[src/rtl/stack_disp_pkg.sv]
// Shared types and helpers for the stack display sequencer.
// Contents: FSM state enum, nibble width, leading-zero blank mask helper.
package stack_disp_pkg;

    localparam int unsigned NIB_W         = 4;
    // Widest entry the blank-mask helper handles; callers zero-extend narrower data.
    localparam int unsigned LZ_MAX_W      = 64;
    localparam int unsigned LZ_MAX_DIGITS = LZ_MAX_W / NIB_W;

    typedef enum logic [1:0] {
        IDLE  = 2'd0,
        FETCH = 2'd1,
        SHOW  = 2'd2,
        DONE  = 2'd3
    } state_t;

    // Blank every digit above the most significant nonzero nibble; digit 0 is never blanked.
    // Zero-extended upper nibbles come back blanked and are truncated away by the caller.
    function automatic logic [LZ_MAX_DIGITS-1:0] lead_zero_mask(input logic [LZ_MAX_W-1:0] data);
        logic [LZ_MAX_DIGITS-1:0] mask;
        logic                     seen;
        mask = '0;
        seen = 1'b0;
        for (int i = LZ_MAX_DIGITS - 1; i > 0; i--) begin
            if (data[i*NIB_W +: NIB_W] != '0) begin
                seen = 1'b1;
            end
            mask[i] = ~seen;
        end
        return mask;
    endfunction

endpackage

[src/rtl/stack_display_sequencer_dwell_timer.sv]
// Dwell timer: loadable down-counter that saturates at zero.
// Ports: clk, rst (async, active-high), load (load counter with load_val),
//        load_val (start count), expired (registered, high while the count is zero).
module dwell_timer #(
    parameter  int unsigned DWELL = 50_000_000,
    localparam int unsigned CNT_W = $clog2(DWELL + 1)
) (
    input  logic             clk,
    input  logic             rst,
    input  logic             load,
    input  logic [CNT_W-1:0] load_val,
    output logic             expired
);

    logic [CNT_W-1:0] cnt_q, cnt_d;
    logic             expired_q;

    // Load wins; otherwise count down and hold at zero so the counter never wraps.
    always_comb begin
        cnt_d = cnt_q;
        if (load) begin
            cnt_d = load_val;
        end else if (cnt_q != '0) begin
            cnt_d = cnt_q - CNT_W'(1);
        end
    end

    always_ff @(posedge clk or posedge rst) begin
        if (rst) begin
            cnt_q     <= '0;
            expired_q <= 1'b1;
        end else begin
            cnt_q     <= cnt_d;
            expired_q <= (cnt_d == '0);
        end
    end

    assign expired = expired_q;

endmodule

[src/rtl/stack_display_sequencer.sv]
// Stack display sequencer: walks stack entries top to bottom through a req/ack read
// port, holding each on the 7-segment digits for DWELL cycles.
// Ports: clk, rst (async, active-high), start, depth -> walk control;
//        rd_req/rd_addr/rd_ack/rd_data -> stack read port;
//        digits/blank/index -> decoder outputs; busy, done -> status. All outputs registered.
// Build option: define STACK_DISPLAY_LZ_BLANK_EN to blank leading-zero digits.
module stack_display_sequencer
    import stack_disp_pkg::*;
#(
    parameter int unsigned DATA_W     = 16,
    parameter int unsigned NUM_DIGITS = DATA_W / 4,
    parameter int unsigned ADDR_W     = 4,
    parameter int unsigned DWELL      = 50_000_000
) (
    input  logic                        clk,
    input  logic                        rst,
    input  logic                        start,
    input  logic [ADDR_W:0]             depth,
    output logic                        rd_req,
    output logic [ADDR_W-1:0]           rd_addr,
    input  logic                        rd_ack,
    input  logic [DATA_W-1:0]           rd_data,
    output logic [NUM_DIGITS*NIB_W-1:0] digits,
    output logic [NUM_DIGITS-1:0]       blank,
    output logic [ADDR_W-1:0]           index,
    output logic                        busy,
    output logic                        done
);

    localparam int unsigned       CNT_W     = $clog2(DWELL + 1);
    localparam logic [ADDR_W:0]   MAX_DEPTH = {1'b1, {ADDR_W{1'b0}}};

    state_t                        state_q, state_d;
    logic [ADDR_W-1:0]             cnt_q, cnt_d;
    logic                          rd_req_q, rd_req_d;
    logic [ADDR_W-1:0]             rd_addr_q, rd_addr_d;
    logic [NUM_DIGITS*NIB_W-1:0]   digits_q, digits_d;
    logic [NUM_DIGITS-1:0]         blank_q, blank_d;
    logic [ADDR_W-1:0]             index_q, index_d;
    logic                          busy_q, busy_d;
    logic                          done_q, done_d;
    logic [ADDR_W:0]               depth_clamped;
    logic                          tmr_load;
    logic                          tmr_expired;

    dwell_timer #(
        .DWELL (DWELL)
    ) u_dwell_timer (
        .clk      (clk),
        .rst      (rst),
        .load     (tmr_load),
        .load_val (CNT_W'(DWELL - 1)),
        .expired  (tmr_expired)
    );

    assign depth_clamped = (depth > MAX_DEPTH) ? MAX_DEPTH : depth;

    // Next-state and next-output logic.
    always_comb begin
        state_d   = state_q;
        cnt_d     = cnt_q;
        rd_addr_d = rd_addr_q;
        digits_d  = digits_q;
        blank_d   = blank_q;
        index_d   = index_q;
        tmr_load  = 1'b0;

        case (state_q)
            IDLE: begin
                if (start) begin
                    if (depth == '0) begin
                        state_d = DONE;
                        blank_d = '1;
                    end else begin
                        state_d = FETCH;
                        cnt_d   = ADDR_W'(depth_clamped - 1'b1);
                    end
                end
            end
            FETCH: begin
                if (rd_ack && rd_req_q) begin
                    digits_d = rd_data;
                    index_d  = cnt_q;
`ifdef STACK_DISPLAY_LZ_BLANK_EN
                    blank_d  = NUM_DIGITS'(lead_zero_mask(LZ_MAX_W'(rd_data)));
`else
                    blank_d  = '0;
`endif
                    tmr_load = 1'b1;
                    state_d  = SHOW;
                end
            end
            SHOW: begin
                if (tmr_expired) begin
                    if (cnt_q == '0) begin
                        state_d = DONE;
                    end else begin
                        cnt_d   = cnt_q - ADDR_W'(1);
                        state_d = FETCH;
                    end
                end
            end
            DONE: begin
                state_d = IDLE;
            end
            default: begin
                state_d = IDLE;
            end
        endcase

        // Address follows the entry counter only when a request is (re)issued,
        // so it stays put for the whole request.
        rd_req_d = (state_d == FETCH);
        if (state_d == FETCH) begin
            rd_addr_d = cnt_d;
        end
        busy_d = (state_d != IDLE);
        done_d = (state_d == DONE);
    end

    always_ff @(posedge clk or posedge rst) begin
        if (rst) begin
            state_q   <= IDLE;
            cnt_q     <= '0;
            rd_req_q  <= 1'b0;
            rd_addr_q <= '0;
            digits_q  <= '0;
            blank_q   <= '1;
            index_q   <= '0;
            busy_q    <= 1'b0;
            done_q    <= 1'b0;
        end else begin
            state_q   <= state_d;
            cnt_q     <= cnt_d;
            rd_req_q  <= rd_req_d;
            rd_addr_q <= rd_addr_d;
            digits_q  <= digits_d;
            blank_q   <= blank_d;
            index_q   <= index_d;
            busy_q    <= busy_d;
            done_q    <= done_d;
        end
    end

    assign rd_req  = rd_req_q;
    assign rd_addr = rd_addr_q;
    assign digits  = digits_q;
    assign blank   = blank_q;
    assign index   = index_q;
    assign busy    = busy_q;
    assign done    = done_q;

endmodule

[config.mk]
export PLATFORM = sky130hd
export DESIGN_NAME = stack_display_sequencer
export DESIGN_NICKNAME = d
export VERILOG_FILES = /design/src/rtl/stack_disp_pkg.sv /design/src/rtl/stack_display_sequencer_dwell_timer.sv /design/src/rtl/stack_display_sequencer.sv
export SDC_FILE = /design/constraint.sdc
export NUM_CORES = 1
export LEC_CHECK = 0
export CAP_MARGIN = 20
export CORE_ASPECT_RATIO = 1.2
export CORE_MARGIN = 5
export CORE_UTILIZATION = 48
export DETAILED_ROUTE_END_ITERATION = 10
export GPL_TIMING_DRIVEN = 0
export PLACE_DENSITY_LB_ADDON = 0.05
export SLEW_MARGIN = 20
export SYNTH_ARGS = -nofsm -noshare
export SYNTH_HDL_FRONTEND = slang
export SYNTH_HIERARCHICAL = 1
export SYNTH_SLANG_ARGS = --single-unit
[constraint.sdc]
create_clock -name clk -period 3.2 [get_ports clk]
set_clock_uncertainty 0.15 [all_clocks]
set_input_delay 0.48 -clock clk [delete_from_list [all_inputs] [get_ports clk]]
set_output_delay 0.48 -clock clk [all_outputs]
set_load 0.01 [all_outputs]
==> impl_metrics.env, run 1 <==
export IMPL_status="complete, no violations"
export IMPL_irDropWorstVdd_v=0.0005284
export IMPL_async_reset_ff_frac=1.000
export IMPL_vias=2769
export IMPL_drv_slew=0
export IMPL_tns_ns=0
export IMPL_antenna_found_initial=0
export IMPL_rsz0062_at_grt="yes"
export IMPL_grt_pass1_vias=2824
export IMPL_area_delta_synth_final_pct=31.74
export IMPL_ys_types=71
export IMPL_clock_sinks=61
export IMPL_worstPathRequired_ns=3.30
export IMPL_vias_per_cell=5.118
export IMPL_cts_root_buf="clkbuf_8"
export IMPL_syn_area_per_cell_um2=9.449
export IMPL_drc=0
export IMPL_drt_wl_total_mm=7.518
export IMPL_p_leak_nw=1.991
export IMPL_ant_nets=0
export IMPL_min_path_type="reg2reg"
export IMPL_start_util=0.4924
export IMPL_synth_edf_count=0
export IMPL_hold_ws_ns=0.3272
export IMPL_cp_arrival_ns=3.26
export IMPL_n_antenna_cell=0
export IMPL_preCtsSetupSlack_ns=-1.008
export IMPL_dp_hpwl_mm=5.628
export IMPL_h_tree_depth=3
export IMPL_drive_gt1_frac=0.1542
export IMPL_clk_latency_ns=0.34
export IMPL_die_width_um=86.32
export IMPL_holdBufCountCts=0
export IMPL_grtUsageTotal=0.1887
export IMPL_final_cells=541
export IMPL_synth_seq_area_share=0.4558
export IMPL_portBuffers=55
export IMPL_nNetsFinal=477
export IMPL_r2r_setup_slack_ns=0.03
export IMPL_yosys_register_bits=61
export IMPL_wl_per_cell_um=13.90
export IMPL_rows=33
export IMPL_maxSlewHeadroom=0.5272
export IMPL_grt_remaining_overflow=0
export IMPL_layout_setup_ws_ns=0.03353
export IMPL_tritoncts="yes"
export IMPL_clockBufferDepth=2
export IMPL_dieArea_mm2=0.008767
export IMPL_yosysWarnings=6
export IMPL_ios=56
export IMPL_fmax_mhz=315.8
export IMPL_setup_viol=0
export IMPL_dp_cells=524
export IMPL_globalplace_congestion=0.8415
export IMPL_hold_depth=2
export IMPL_pwr_density_cell_mw_per_mm2=900.2
export IMPL_finalHoldViolations=0
export IMPL_grt_pass1_wl_mm=12.99
export IMPL_synth_ff_type="dfrtp_1"
export IMPL_clk_pin_slew_ns=0.08
export IMPL_syn_inst=355
export IMPL_min_period_over_period=0.9895
export IMPL_cts_inserted_buffers=9
export IMPL_reg2regPathDepth=11
export IMPL_crit_fanout=10
export IMPL_die_h_um=101.6
export IMPL_coreArea_mm2=0.006813
export IMPL_setup_worst_path_class="reg2reg"
export IMPL_cp_start_kind="flop"
export IMPL_period_minus_slack_ns=3.166
export IMPL_drt_iter0_drc=82
export IMPL_drv_cap=0
export IMPL_tightest_slew_ns=0.7082
export IMPL_first_pass_iters=6
export IMPL_critPathCaptureType="flop"
export IMPL_grt_max_degree=35
export IMPL_synth_area_mm2=0.003354
-- kinds of logic (layout without fill, tap and decap cells) --
kind of cell | count (synthesis) | in the layout | share of synthesized area
DFF | 61 | 61 | 0.4558
and+or+nand+nor | 167 | 167 | 0.2708
xor gates and xnor gates | 17 | 17 | 0.04439
adders and majority gates | 3 | 3 | 0.01119
other | 2 | 29 | 0.002239
AOI/OAI and AO/OA | 58 | 58 | 0.1141
buffers and inverters | 32 | 104 | 0.04662
muxes | 15 | 15 | 0.05483
-- sequential cells by signal, indices dropped and copies added (netlist names) --
signal / cells
blank: 1
busy: 1
cnt_q: 4
digits: 16
done: 1
index: 4
rd_addr: 4
rd_req: 1
state_q: 2
u_dwell_timer/cnt_q: 26
u_dwell_timer/expired: 1
-- routing by layer --
metal	share of wire	vias up	routed length, um	GRT usage
met5	0	-	0	0
met4	0.021	0	161	0.07914
met3	0.059	12	441	0.05045
met2	0.50	65	3741	0.3276
met1	0.42	1291	3174	0.2201
li1	-	1401	-	-
-- what timing repair did --
action	in CTS	in global routing
setup endpoints to repair	1	1
gates resized for setup	11	7
endpoints found under the hold margin	0	0
buffers inserted	2	1
gates cloned	0	0
pin swaps	4	3
-- worst paths after layout --
kind | endpoint | startpoint
setup / recovery | u_dwell_timer/expired | u_dwell_timer/cnt_q[0]
hold / removal | digits[0] | digits[0]
setup reg to reg | u_dwell_timer/expired | u_dwell_timer/cnt_q[0]
hold reg to reg | digits[0] | digits[0]
max in group asynchronous | digits[1] | rst
min in group asynchronous | u_dwell_timer/cnt_q[5] | rst
-- Yosys cell counts, types with 5 or more instances --
cell | number | area share
o31ai_1 | 5 | 0.011
nor4_1 | 11 | 0.021
a21oi_1 | 5 | 0.0075
nor2_1 | 15 | 0.017
o21ai_1 | 11 | 0.016
nor3_1 | 12 | 0.018
o21ai_0 | 12 | 0.018
inv_1 | 10 | 0.011
nand3_1 | 6 | 0.0090
nand2_1 | 77 | 0.086
mux2_4 | 5 | 0.022
clkbuf_1 | 8 | 0.0090
dfrtp_1 | 59 | 0.44
xor2_1 | 9 | 0.024
nand2b_1 | 6 | 0.011
xnor2_1 | 8 | 0.021
or3_1 | 5 | 0.0093
mux2_2 | 6 | 0.020
-- cell type report --
type / count / area, um^2
multi-input combinational: 289 / 1832
timing repair buffer: 58 / 573.1
buffer: 17 / 107.6
inverter: 13 / 55.05
sequential: 61 / 1529
clock inverter: 6 / 86.33
fill: 562 / 2394
clock buffer: 10 / 127.6
tap: 87 / 108.9
-- cells in the final DEF, fill, tap and decap left out, types with 5 or more instances in the layout --
cell type,n
nand2_1,77
clkbuf_8,9
o21ai_0,12
xor2_1,9
a21oi_1,5
nor4_1,9
mux2_4,6
inv_1,8
o21ai_1,11
mux2_2,5
buf_4,7
conb_1,29
clkbuf_1,6
nand2b_1,6
clkdlybuf4s50_1,55
xnor2_1,8
o31ai_1,5
nor3_1,12
nor2_1,15
nand3_1,6
dfrtp_1,59
-- critical path: stages (launching register included) --
cell,delay [ns]
dfrtp_1,0.40
inv_1,0.11
ha_1,0.17
or3b_4,0.43
nand4b_4,0.24
nor2_8,0.20
buf_4,0.21
nor4_1,0.08
xor2_1,0.14
mux2_2,0.29
nor4_2,0.38
nor4b_4,0.27
-- where the power goes --
group          switching (mW)  total [mW]  leakage (nW)  internal [mW]
Combinational           0.867        1.80          1.15          0.934
Clock                   0.311       0.749         0.107          0.439
Sequential              0.286        1.43         0.729           1.14
Total                    1.46        3.98          1.99           2.51
-- stage by stage --
step                      total power [mW]  utilization  area [um^2]
after floorplan                      2.528            -         3456
after global placement               3.147       0.6040         4115
after detailed placement             3.191       0.6040         4115
final                                3.978       0.6487         4419
after CTS                            4.005       0.6439         4387
after global routing                 4.281       0.6487         4419
(Power assumes the default switching activity.)
==> inputs of run 2 (changes only) <==
--- a/config.mk
+++ b/config.mk
@@ -7,11 +7,11 @@
 export LEC_CHECK = 0
 export CAP_MARGIN = 20
 export CORE_ASPECT_RATIO = 1.2
-export CORE_MARGIN = 5
+export CORE_MARGIN = 2
 export CORE_UTILIZATION = 48
 export DETAILED_ROUTE_END_ITERATION = 10
 export GPL_TIMING_DRIVEN = 0
-export PLACE_DENSITY_LB_ADDON = 0.05
+export PLACE_DENSITY = 0.74
 export SLEW_MARGIN = 20
 export SYNTH_ARGS = -nofsm -noshare
 export SYNTH_HDL_FRONTEND = slang
==> run 2 against run 1 <==
  * Non-clock buffer count increased by 1
  * Flip-flop and latch count unchanged
  * Core utilization increased by 0.17 points
  * Largest cell class unchanged
==> impl_metrics.env, run 2 (synthesis gave the netlist of run 1 again) <==
export IMPL_min_period_over_period=0.9817
export IMPL_power_share_switching=0.3716
export IMPL_ios=56
export IMPL_tightest_slew_ns=0.6881
export IMPL_p_sw_mw=1.489
export IMPL_cp_start_kind="flop"
export IMPL_setup_viol=0
export IMPL_status="complete, no violations"
export IMPL_crit_end="u_dwell_timer/expired"
export IMPL_grt_remaining_overflow=0
export IMPL_final_common_cell="nand2_1"
export IMPL_cts_root_buf="clkbuf_8"
export IMPL_n_antenna_cell=0
export IMPL_fin_util=0.6503
export IMPL_portBuffers=55
export IMPL_timing_rr_start="u_dwell_timer/cnt_q[1]"
export IMPL_holdBufCountCts=0
export IMPL_tritoncts="yes"
export IMPL_die_h_um=95.58
export IMPL_vias_per_cell=5.196
export IMPL_reg2reg_to="u_dwell_timer/expired"
export IMPL_crit_fanout=8
export IMPL_rsz0062_at_grt="yes"
export IMPL_p_seq_frac=0.360
export IMPL_first_pass_iters=4
export IMPL_coreArea_mm2=0.006813
export IMPL_drive_gt1_frac=0.1582
export IMPL_power_frac_comb=0.450
export IMPL_largest_reg_flops=26
export IMPL_start_util=0.4924
export IMPL_cp_arrival_ns=3.23
export IMPL_maxSlewHeadroom=0.5406
export IMPL_die_width_um=80.32
export IMPL_min_path_type="reg2reg"
export IMPL_nNetsFinal=478
export IMPL_wl_per_cell_um=13.97
export IMPL_setup_worst_path_class="reg2reg"
export IMPL_fmax_mhz=318.3
export IMPL_crit_path_start="u_dwell_timer/cnt_q[1]"
export IMPL_drt_iter0_drc=66
export IMPL_grt_max_degree=35
export IMPL_final_cell_mix="nand2_1 (77), dfrtp_1 (58), clkdlybuf4s50_1 (55), conb_1 (29), nor2_1 (15)"
export IMPL_r2r_setup_slack_ns=0.06
export IMPL_globalplace_congestion=0.8393
export IMPL_h_tree_depth=3
export IMPL_dieArea_mm2=0.007676
export IMPL_finalHoldViolations=0
export IMPL_period_minus_slack_ns=3.141
export IMPL_drv_slew=0
export IMPL_dp_hpwl_mm=5.572
export IMPL_drv_cap=0
export IMPL_grt_pass1_vias=2831
export IMPL_vias=2816
export IMPL_hold_ws_ns=0.3286
export IMPL_rows=33
export IMPL_ant_nets=0
export IMPL_worstPathRequired_ns=3.29
export IMPL_p_leak_nw=1.991
export IMPL_cts_inserted_buffers=9
export IMPL_clockBufferDepth=2
export IMPL_regMostFlops="u_dwell_timer/cnt_q"
export IMPL_grtUsageTotal=0.2135
export IMPL_clock_sinks=61
export IMPL_drt_wl_total_mm=7.573
export IMPL_grt_pass1_wl_mm=12.65
export IMPL_pwr_density_cell_mw_per_mm2=904.6
export IMPL_clk_pin_slew_ns=0.07
export IMPL_drc=0
export IMPL_antenna_found_initial=0
export IMPL_critPathCaptureType="flop"
export IMPL_clk_latency_ns=0.33
export IMPL_area_delta_synth_final_pct=32.08
export IMPL_reg2regPathDepth=9
export IMPL_irDropWorstVdd_v=0.0004930
export IMPL_clkPwrFrac=0.190
export IMPL_p_int_mw=2.519
-- run 2: changes by cell type in the layout (fill, tap and decap cells not counted), sizes merged --
cell | previous run | this run
buf | 13 | 14
clkinvlp | 1 | 2
clkbuf | 17 | 16
-- run 2: power groups by stage --
| stage | logic (mW) | clock network, mW | registers (mW) |
|---|---|---|---|
| 6_report | 1.80 | 0.762 | 1.44 |
| 5_1_grt | 2.00 | 0.818 | 1.49 |
| 4_1_cts | 1.79 | 0.780 | 1.43 |
| 3_5_place_dp | 1.75 | 0 | 1.44 |
| 3_3_place_gp | 1.70 | 0 | 1.42 |
| 2_1_floorplan | 1.07 | 0 | 1.46 |
-- run 2: critical path, stage by stage (launching register included) --
cell and delay [ns]:
dfrtp_1 0.38, or3_4 0.39, or3_4 0.38, or2_0 0.20, buf_4 0.17, nor4b_4 0.22
xor2_1 0.10, mux2_4 0.28, or4b_4 0.55, nor4b_4 0.23
-- run 2: per-layer routing --
layer	vias to the layer above	routed length [um]	share of wire	track usage
li1	1406	-	-	-
met1	1333	3084	0.41	0.2469
met2	69	4058	0.54	0.3799
met3	8	336	0.044	0.04640
met4	0	94	0.012	0.08898
met5	-	0	0	0
-- run 2: worst min path at each step --
stage	start	to	slack, ns	cells after the start
floorplan	cnt_q[3]	index[3]	0.35	2
global placement	digits[8]	digits[8]	0.31	2
detailed placement	digits[12]	digits[12]	0.31	2
CTS	digits[12]	digits[12]	0.33	2
global route	digits[3]	digits[3]	0.35	2
finish	digits[12]	digits[12]	0.33	2
-- run 2: cell type report --
cell class,count,area (um^2)
Clock buffer,9,123.9
Tap cell,87,108.9
Buffer,17,107.6
Sequential cell,61,1530
Timing Repair Buffer,59,580.6
Multi-Input combinational cell,289,1828
Fill cell,555,2382
Clock inverter,7,97.59
Inverter,13,53.80
-- run 2: per-stage QoR --
stage          cells  setup slack, ns  instance area [um^2]  setup TNS [ns]  power, mW
6_report         542          0.05868                  4431               0      4.008
5_1_grt          542         -0.06435                  4431        -0.06435      4.307
4_1_cts          538         0.004601                  4373               0      4.001
3_5_place_dp     524          -0.9198                  4115          -2.820      3.192
3_3_place_gp     524          -0.9442                  4115          -2.654      3.119
2_1_floorplan    382           0.1077                  3456               0      2.528
-- run 2: timing repair --
item	4_1_cts	5_1_grt
cloned	0	0
pin swaps	1	8
setup buffers	0	4
resized for setup	10	8
endpoints found under the hold margin	0	0
setup endpoints to repair	1	1
